<file path="src/rtl/fp_pkg.sv">
// rtl/fp_pkg.sv - shared types for the floating-point lane datapath
package fp_pkg;

    typedef enum logic [1:0] {
        RM_RNE = 2'd0,
        RM_RTZ = 2'd1,
        RM_RUP = 2'd2,
        RM_RDN = 2'd3
    } rm_e;

    typedef struct packed {
        logic invalid;
        logic overflow;
        logic underflow;
        logic inexact;
    } fp_flags_t;

    typedef struct packed {
        logic zero;
        logic sub;
        logic inf;
        logic qnan;
        logic snan;
    } fp_class_t;

endpackage

</file>
<file path="src/rtl/fp_round_pack.sv">
// rtl/fp_round_pack.sv - normalise, round, range-check and pack a raw mantissa product
module fp_round_pack
    import fp_pkg::*;
#(
    parameter int EXP_WIDTH  = 8,
    parameter int MANT_WIDTH = 23
) (
    input  logic                              sign,
    input  logic signed [EXP_WIDTH+1:0]       exp_in,
    input  logic [2*MANT_WIDTH+1:0]           prod,
    input  rm_e                               rm,
    output logic [EXP_WIDTH+MANT_WIDTH:0]     result,
    output fp_flags_t                         flags
);
    localparam int EW = EXP_WIDTH + 3;
    localparam logic [EW-1:0] EXP_MAX = EW'(2**EXP_WIDTH - 1);

    logic [2*MANT_WIDTH:0]   norm;
    logic [EW-1:0]           exp_n;
    logic [EW-1:0]           exp_r;
    logic [MANT_WIDTH-1:0]   frac;
    logic [MANT_WIDTH:0]     frac_sum;
    logic                    guard;
    logic                    round_bit;
    logic                    sticky;
    logic                    inexact;
    logic                    up;
    logic                    to_inf;

    always_comb begin
        // Product of two [1,2) mantissas lies in [1,4); bring the leading one to the top.
        norm  = prod[2*MANT_WIDTH+1] ? prod[2*MANT_WIDTH:0] : {prod[2*MANT_WIDTH-1:0], 1'b0};
        exp_n = {exp_in[EXP_WIDTH+1], exp_in} + {{(EW-1){1'b0}}, prod[2*MANT_WIDTH+1]};

        frac      = norm[2*MANT_WIDTH:MANT_WIDTH+1];
        guard     = norm[MANT_WIDTH];
        round_bit = norm[MANT_WIDTH-1];
        sticky    = |norm[MANT_WIDTH-2:0];
        inexact   = guard | round_bit | sticky;

        case (rm)
            RM_RNE:  up = guard & (round_bit | sticky | frac[0]);
            RM_RTZ:  up = 1'b0;
            RM_RUP:  up = ~sign & inexact;
            default: up = sign & inexact;
        endcase

        frac_sum = {1'b0, frac} + {{MANT_WIDTH{1'b0}}, up};
        exp_r    = exp_n + {{(EW-1){1'b0}}, frac_sum[MANT_WIDTH]};

        case (rm)
            RM_RNE:  to_inf = 1'b1;
            RM_RTZ:  to_inf = 1'b0;
            RM_RUP:  to_inf = ~sign;
            default: to_inf = sign;
        endcase

        flags         = '0;
        flags.inexact = inexact;
        result        = {sign, exp_r[EXP_WIDTH-1:0], frac_sum[MANT_WIDTH-1:0]};

        if (!exp_r[EW-1] && (exp_r >= EXP_MAX)) begin
            flags.overflow = 1'b1;
            flags.inexact  = 1'b1;
            result = to_inf ? {sign, {EXP_WIDTH{1'b1}}, {MANT_WIDTH{1'b0}}}
                            : {sign, {(EXP_WIDTH-1){1'b1}}, 1'b0, {MANT_WIDTH{1'b1}}};
        end else if (exp_r[EW-1] || (exp_r == '0)) begin
            flags.underflow = 1'b1;
            flags.inexact   = 1'b1;
            result = {sign, {(EXP_WIDTH+MANT_WIDTH){1'b0}}};
        end
    end

endmodule

</file>
<file path="src/rtl/fp_mul_pipe.sv">
// rtl/fp_mul_pipe.sv - three-stage IEEE-754 multiplier with valid/ready at both ends
module fp_mul_pipe
    import fp_pkg::*;
#(
    parameter int EXP_WIDTH  = 8,
    parameter int MANT_WIDTH = 23,
    parameter int TAG_WIDTH  = 4
) (
    input  logic                           clk,
    input  logic                           rst_n,
    input  logic                           in_valid,
    output logic                           in_ready,
    input  logic [EXP_WIDTH+MANT_WIDTH:0]  a,
    input  logic [EXP_WIDTH+MANT_WIDTH:0]  b,
    input  logic [1:0]                     rm,
    input  logic [TAG_WIDTH-1:0]           in_tag,
    output logic                           out_valid,
    input  logic                           out_ready,
    output logic [EXP_WIDTH+MANT_WIDTH:0]  result,
    output logic [TAG_WIDTH-1:0]           out_tag,
    output logic [3:0]                     flags
);
    localparam int W    = 1 + EXP_WIDTH + MANT_WIDTH;
    localparam int PW   = 2*MANT_WIDTH + 2;
    localparam int BIAS = 2**(EXP_WIDTH-1) - 1;
    localparam logic [EXP_WIDTH+1:0] BIAS_X = (EXP_WIDTH+2)'(BIAS);

    generate
        if (EXP_WIDTH < 3 || MANT_WIDTH < 2) begin : g_param_check
            $fatal(1, "fp_mul_pipe: EXP_WIDTH must be >= 3 and MANT_WIDTH >= 2");
        end
    endgenerate

    function automatic fp_class_t classify(input logic [EXP_WIDTH-1:0] e,
                                           input logic [MANT_WIDTH-1:0] f);
        fp_class_t c;
        c      = '0;
        c.zero = (e == '0) && (f == '0);
        c.sub  = (e == '0) && (f != '0);
        c.inf  = (&e) && (f == '0);
        c.qnan = (&e) && f[MANT_WIDTH-1];
        c.snan = (&e) && !f[MANT_WIDTH-1] && (f != '0);
        return c;
    endfunction

    logic v1, v2, v3;
    logic s1_free, s2_free, s3_free;

    logic                   s1_sign;
    fp_class_t              s1_cls_a, s1_cls_b;
    logic [EXP_WIDTH-1:0]   s1_exp_a, s1_exp_b;
    logic [MANT_WIDTH:0]    s1_mant_a, s1_mant_b;
    rm_e                    s1_rm;
    logic [TAG_WIDTH-1:0]   s1_tag;

    logic                         s2_sign;
    logic [PW-1:0]                s2_prod;
    logic signed [EXP_WIDTH+1:0]  s2_exp;
    rm_e                          s2_rm;
    logic [TAG_WIDTH-1:0]         s2_tag;
    logic                         s2_nan, s2_invalid, s2_inf, s2_zero;

    logic      a_zero, b_zero, mul_invalid, any_nan;
    logic [W-1:0] rp_result, s3_result_d;
    fp_flags_t rp_flags, s3_flags_d, s3_flags;

    // A stage may load whenever it is empty or its contents move on this cycle.
    assign s3_free   = !v3 || out_ready;
    assign s2_free   = !v2 || s3_free;
    assign s1_free   = !v1 || s2_free;
    assign in_ready  = s1_free;
    assign out_valid = v3;
    assign flags     = s3_flags;

    always_ff @(posedge clk or negedge rst_n) begin
        if (!rst_n) begin
            v1        <= 1'b0;
            s1_sign   <= 1'b0;
            s1_cls_a  <= '0;
            s1_cls_b  <= '0;
            s1_exp_a  <= '0;
            s1_exp_b  <= '0;
            s1_mant_a <= '0;
            s1_mant_b <= '0;
            s1_rm     <= RM_RNE;
            s1_tag    <= '0;
        end else if (s1_free) begin
            v1 <= in_valid;
            if (in_valid) begin
                s1_sign   <= a[W-1] ^ b[W-1];
                s1_cls_a  <= classify(a[W-2:MANT_WIDTH], a[MANT_WIDTH-1:0]);
                s1_cls_b  <= classify(b[W-2:MANT_WIDTH], b[MANT_WIDTH-1:0]);
                s1_exp_a  <= a[W-2:MANT_WIDTH];
                s1_exp_b  <= b[W-2:MANT_WIDTH];
                s1_mant_a <= {1'b1, a[MANT_WIDTH-1:0]};
                s1_mant_b <= {1'b1, b[MANT_WIDTH-1:0]};
                s1_rm     <= rm_e'(rm);
                s1_tag    <= in_tag;
            end
        end
    end

    // Subnormal operands count as zero from here on.
    always_comb begin
        a_zero      = s1_cls_a.zero | s1_cls_a.sub;
        b_zero      = s1_cls_b.zero | s1_cls_b.sub;
        mul_invalid = (a_zero & s1_cls_b.inf) | (s1_cls_a.inf & b_zero);
        any_nan     = s1_cls_a.qnan | s1_cls_a.snan | s1_cls_b.qnan | s1_cls_b.snan;
    end

    always_ff @(posedge clk or negedge rst_n) begin
        if (!rst_n) begin
            v2         <= 1'b0;
            s2_sign    <= 1'b0;
            s2_prod    <= '0;
            s2_exp     <= '0;
            s2_rm      <= RM_RNE;
            s2_tag     <= '0;
            s2_nan     <= 1'b0;
            s2_invalid <= 1'b0;
            s2_inf     <= 1'b0;
            s2_zero    <= 1'b0;
        end else if (s2_free) begin
            v2 <= v1;
            if (v1) begin
                s2_sign    <= s1_sign;
                s2_prod    <= {{(MANT_WIDTH+1){1'b0}}, s1_mant_a} * {{(MANT_WIDTH+1){1'b0}}, s1_mant_b};
                s2_exp     <= $signed({2'b00, s1_exp_a} + {2'b00, s1_exp_b} - BIAS_X);
                s2_rm      <= s1_rm;
                s2_tag     <= s1_tag;
                s2_nan     <= any_nan | mul_invalid;
                s2_invalid <= s1_cls_a.snan | s1_cls_b.snan | mul_invalid;
                s2_inf     <= s1_cls_a.inf | s1_cls_b.inf;
                s2_zero    <= a_zero | b_zero;
            end
        end
    end

    fp_round_pack #(
        .EXP_WIDTH  (EXP_WIDTH),
        .MANT_WIDTH (MANT_WIDTH)
    ) u_round_pack (
        .sign   (s2_sign),
        .exp_in (s2_exp),
        .prod   (s2_prod),
        .rm     (s2_rm),
        .result (rp_result),
        .flags  (rp_flags)
    );

    always_comb begin
        s3_result_d = rp_result;
        s3_flags_d  = rp_flags;
        if (s2_nan) begin
            s3_result_d        = {1'b0, {EXP_WIDTH{1'b1}}, 1'b1, {(MANT_WIDTH-1){1'b0}}};
            s3_flags_d         = '0;
            s3_flags_d.invalid = s2_invalid;
        end else if (s2_inf) begin
            s3_result_d = {s2_sign, {EXP_WIDTH{1'b1}}, {MANT_WIDTH{1'b0}}};
            s3_flags_d  = '0;
        end else if (s2_zero) begin
            s3_result_d = {s2_sign, {(W-1){1'b0}}};
            s3_flags_d  = '0;
        end
    end

    always_ff @(posedge clk or negedge rst_n) begin
        if (!rst_n) begin
            v3       <= 1'b0;
            result   <= '0;
            out_tag  <= '0;
            s3_flags <= '0;
        end else if (s3_free) begin
            v3 <= v2;
            if (v2) begin
                result   <= s3_result_d;
                out_tag  <= s2_tag;
                s3_flags <= s3_flags_d;
            end
        end
    end

endmodule

</file>
<file path="config.mk">
export PLATFORM = sky130hd
export DESIGN_NAME = fp_mul_pipe
export DESIGN_NICKNAME = d
export VERILOG_FILES = /design/src/rtl/fp_pkg.sv /design/src/rtl/fp_round_pack.sv /design/src/rtl/fp_mul_pipe.sv
export SDC_FILE = /design/constraint.sdc
export NUM_CORES = 2
export LEC_CHECK = 0
export ABC_AREA = 1
export BUFFER_PORTS_ARGS = -buffer_cell sky130_fd_sc_hd__buf_2
export CAP_MARGIN = 20
export CORE_ASPECT_RATIO = 1.2
export CORE_MARGIN = 1.5
export CORE_UTILIZATION = 60
export CTS_BUF_LIST = sky130_fd_sc_hd__clkbuf_4
export DETAILED_ROUTE_END_ITERATION = 16
export PLACE_DENSITY_LB_ADDON = 0.12
export SYNTH_ARGS = -nofsm -noshare
export SYNTH_HDL_FRONTEND = slang
export SYNTH_SLANG_ARGS = --single-unit
</file>
<file path="constraint.sdc">
create_clock -name clk -period 18 [get_ports clk]
set_clock_uncertainty 0.2 [all_clocks]
set_input_delay 4.5 -clock clk [delete_from_list [all_inputs] [get_ports clk]]
set_output_delay 4.5 -clock clk [all_outputs]
set_load 0.1 [all_outputs]
</file>
### Word level (Yosys, flattened, before mapping)

Index checks and enable logic that the tools add are counted.

| word-level totals | value |
|---|---|
| register bits after elaboration | 193 |
| bits of input ports | 74 |
| output and inout port bits | 42 |
| word-level logic and storage cells | 119 |

| cells by class | value |
|---|---|
| add/sub/neg operators | 5 |
| multipliers | 1 |
| $lt $le $gt $ge | 1 |
| equality and inequality tests | 2 |
| mux-type cells | 16 |
| bitwise gates (word level) | 22 |
| reductions and logical operators | 37 |

Operator list:

| cell | count |
|---|---|
| $mux 31 | 4 |
| $mul 24x24->48 | 1 |
| $mux 47 | 1 |
| $logic_not 23->1 | 2 |
| $reduce_bool 23->1 | 2 |
| $mux 32 | 1 |
| $add 23x1->24 | 1 |
| $mux 24 | 1 |
| $reduce_or 22->1 | 1 |
| $logic_not 8->1 | 2 |
| $reduce_and 8->1 | 2 |
| $or 1x1->1 | 15 |
| $logic_and 1x1->1 | 13 |
| $add 10x2->11 | 1 |
| $add 11x1->11 | 1 |
| $ge 11x8->1 const B | 1 |
| $logic_not 11->1 | 1 |
| $sub 9x7->10 const B | 1 |
| $add 8x8->9 | 1 |
| $logic_not 1->1 | 6 |
| $mux 3 | 2 |
| $pmux 1 s3 | 2 |
| $reduce_and 2->1 | 3 |
| $and 1x1->1 | 5 |
| 9 further kinds | 14 |

### Longest topological paths before layout

| depth | value |
|---|---|
| depth in word-level cells | 15 |
| depth in mapped cells | 32 |
| gate-level depth less buffers | 31 |

### By module

Synthesis repeated with hierarchy kept, for this count alone.

| unflattened totals | value |
|---|---|
| cells, all modules | 4,154 |
| area total of the unflattened synthesis | 30,596.8 um^2 |

Modules (own cells, without submodules):

| module | times used | cells each | area each (um^2) | seq. area each (um^2) |
|---|---|---|---|---|
| fp_mul_pipe | 1 | 3,711 | 28,431.0 | 4,804.6 |
| fp_round_pack | 1 | 443 | 2,165.8 | 0.0 |

### Worst setup path before layout

OpenSTA, ideal clock, no wires.

| timing path | value |
|---|---|
| path type | input to output |
| from | in out_ready |
| to | out in_ready |
| arrival time | 5,343 ps |
| required time | 13,300 ps |
| setup slack | 7,957 ps |
| stages | 4 |
| path buffers | 0 |
| cells stage by stage | inv_1 > nand2_1 > nor2_1 > nand2_1 |

| on the way | value |
|---|---|
| word-level cells in the longest chain between the ends | 3 |

RTL lines:

| element | RTL line | RTL |
|---|---|---|
| start, declared | fp_mul_pipe.sv:18 | `input logic out_ready,` |
| $logic_or 1x1->1 | fp_mul_pipe.sv:68 | `assign s3_free = !v3 \|\| out_ready;` |
| $logic_or 1x1->1 | fp_mul_pipe.sv:69 | `assign s2_free = !v2 \|\| s3_free;` |
| $logic_or 1x1->1 | fp_mul_pipe.sv:70 | `assign s1_free = !v1 \|\| s2_free;` |
| end, declared | fp_mul_pipe.sv:12 | `output logic in_ready,` |

Every way passes these cells.

### Worst setup path after layout

Ends and elaborated chain as after synthesis.

==> results.md <==
- Synth Instances: between 4k and 5k
- Min-Delay Path Class: reg2reg
- Register area share after synthesis: between 15 and 20%
- Top cells by area, synth: fa_1 32%, dfrtp_1 16%, nand2_1 15%
- Ys async rst share: 100%
- Fillers: 4625
- WL per Instance: 17.0 um
- Root Buffer Master: clkbuf_4
- GRT overflow: 0
- Post-CTS resize count: 0
- Crit path largest cell delay: roughly 0.45 ns
- Seq cells post-synth: around 190
- Max Root-Sink Buffers: 2
- Crit path buf inv count: 3
- Main flop type after synthesis: dfrtp_1
- Layout cells sized above 1: under 10%
- First-pass DRT Iterations: 5
- Initial antenna violation count: 2
- CP Class: in2out
- Number of distinct library cells after synthesis: 47
- GPL Wtd Cong: between 0.9 and 1
- Final wirelength: 79000 um
- Hold path start: s2_tag[3]$_DFFE_PN0P_
- Slowest stage cell, crit path: buf_2
- Die W: between 200 and 250 um
- Measured slew at the worst slew-check pin: 1.18 ns
- H-tree Lvls: 4
- 1st-iter DRT viols: between 1.5k and 2k
- CTS buffer count: 17
- FP Rows: just under 90
- Ys Warns: 0
- CTS sink count: about 190
- Core Util, Final: approximately 63%
- Critical Path AT: between 5 and 6 ns
- Worst-path cell chain: buf_2, inv_1, nand2_1, nor2_1, nand2_1, buf_2
- Fmax: about 100 MHz
- Max Cap Viol: 0
- Place WS: around 8.0 ns
- Post-synth EDFFs: 0
- Die extent in y: around 250 um
- Hold Slack: roughly 0.29 ns
- Crit end category: output port
- Final setup violation count: 0
- Largest net degree at the start of global routing: 76
- Final nets: roughly 4.7k
- Port Buffers: approximately 120
- First-pass GRT wire length: 126000 um
- Max-slew violations: 0
- RSZ-0062 raised after global routing: false
- Hold buffer count at CTS: 0
- Clock Latency Late Sink: ~0.76 ns
- Crit share post-route: 55.7%
- CP Launch Type: input pin
- Max FO, Critical Path: 3
- Commonest non-fill, non-tap cell in the layout: nand2_1
- Kind of cell adding the most delay to the critical path: buffers and inverters
- Via Count: about 24k
- Clk slew on worst S/H paths: 0.16 ns
- Final hold violation count: 0
- Post-DP HPWL: 63500 um
- Num ports: around 120
- Core Box Area: between 40000 and 50000 um2
- DIE AREA: between 50000 and 60000 um2
- Status: finished, final reports clean
- Yosys top cell by area: fa_1
- Slew HR: 21.2%
- Commonest non-fill, non-tap cells in the layout: 1156 x nand2_1, 1065 x inv_1, 484 x fa_1
- Worst R2R Start: s1_mant_a[21]$_DFFE_PN0P_
- Initial Utilization: 60.7%
- Vias in the first global route: roughly 24k
- Min Tclk post-route: 10.03 ns
- Overall Global Routing Usage: about a third
- Setup crit start: out_ready
- Vias per inst: 5.26
- Post-route DRC: 0
- CP Data Required Time: between 10 and 15 ns
- Final ANT Viol Nets: 0
- Area grow syn2layout: 4.30%
- Mapped cell area: a little under 30000 um2
- TritonCTS clock tree: done
- Setup Buffers After CTS: 0
- Net Count, Synth: 4752
- Share of the synthesized area in the top cell type: between 30% and 40%
- Synth Area per Inst: ~7.5 um2
- Setup WS post-layout: roughly 8 ns
- Setup tns final: 0 ns
==> registers in the layout (all words and copies together) (netlist names), 2 cells and up <==
| name | count |
|---|---|
| flags | 4 |
| result | 32 |
| s1_exp_b | 8 |
| s1_mant_b | 23 |
| out_tag | 4 |
| s2_rm | 2 |
| s2_tag | 4 |
| s1_cls_b | 5 |
| s1_exp_a | 8 |
| s1_cls_a | 5 |
| s2_prod | 48 |
| s2_exp | 10 |
| s1_mant_a | 24 |
| s1_tag | 4 |
| s1_rm | 2 |
==> cells by family (layout without fill, tap and decap cells) <==
family | after synthesis | after routing | synth area share, %
AO/OA/AOI/OAI | 306 | 306 | 5.58
XOR/XNOR | 34 | 34 | 0.999
adder cells (fa/ha/maj) | 677 | 677 | 40.6
buffers and inverters | 1265 | 1271 | 16.2
flip-flops | 192 | 192 | 16.1
other | 0 | 4 | 0
AND/OR/NAND/NOR | 1527 | 1527 | 20.5
==> metrics by stage <==
| stage | instances | cell area [um2] |
|---|---|---|
| 6_report | 4648 | 31100 |
| 5_1_grt | 4648 | 31100 |
| 4_1_cts | 4642 | 31000 |
| 3_5_place_dp | 4611 | 30800 |
| 3_3_place_gp | 4610 | 30800 |
| 2_1_floorplan | 4001 | 29800 |
==> cell type report <==
class	count	area, um2	area share [%]
Sequential cell	192	4800	15.5
Antenna cell	4	10.0	0.0322
Tap cell	637	797	2.56
Inverter	1074	4030	13.0
Clock buffer	17	128	0.410
Multi-Input combinational cell	2544	20200	64.9
Timing Repair Buffer	166	1010	3.26
Clock inverter	14	121	0.390
==> layer usage <==
metal	global-route usage, %	vias up	share of wire, %
met2	56.7	726	51
met1	40.7	12027	41
met3	4.39	154	5.6
li1	-	11547	-
met5	0	-	0
met4	11.1	0	3.2
==> cell usage after synthesis (3+ instances only) <==
cell	number
buf_6	10
xor2_1	19
clkbuf_1	168
a31oi_1	4
nand4_1	39
o22ai_1	5
dfrtp_1	192
clkinv_1	3
xnor2_1	15
a21boi_0	4
o21ai_0	161
o21bai_1	7
a21oi_1	68
or2_2	7
o21ai_1	33
inv_1	1065
nor4_1	13
nand2_2	5
inv_2	6
nand3_1	98
nor2_2	10
nor2_1	170
o21ai_2	8
ha_1	193
fa_1	484
buf_2	3
a21o_1	3
o211ai_1	3
buf_1	9
nand2_1	1158
nor3_1	16
==> worst paths after layout <==
check,to,slack [ns],depth (start not counted)
setup / recovery,in_ready,7.97,6
min in group asynchronous,result[14]$_DFFE_PN0P_,3.46,1
hold reg to reg,out_tag[3]$_DFFE_PN0P_,0.29,2
max in group asynchronous,s1_exp_a[3]$_DFFE_PN0P_,12.01,3
hold / removal,out_tag[3]$_DFFE_PN0P_,0.29,2
setup reg to reg,s2_prod[41]$_DFFE_PN0P_,10.48,23
==> worst min-delay path, cell delays in order, from the launching register on <==
cell and delay (ns):
dfrtp_1 0.37, nand2_1 0.05, nand2_1 0.05
Power is left out: the tool's default activity adds up to more than one toggle a clock period on the data nets, which glitch-free logic cannot reach.
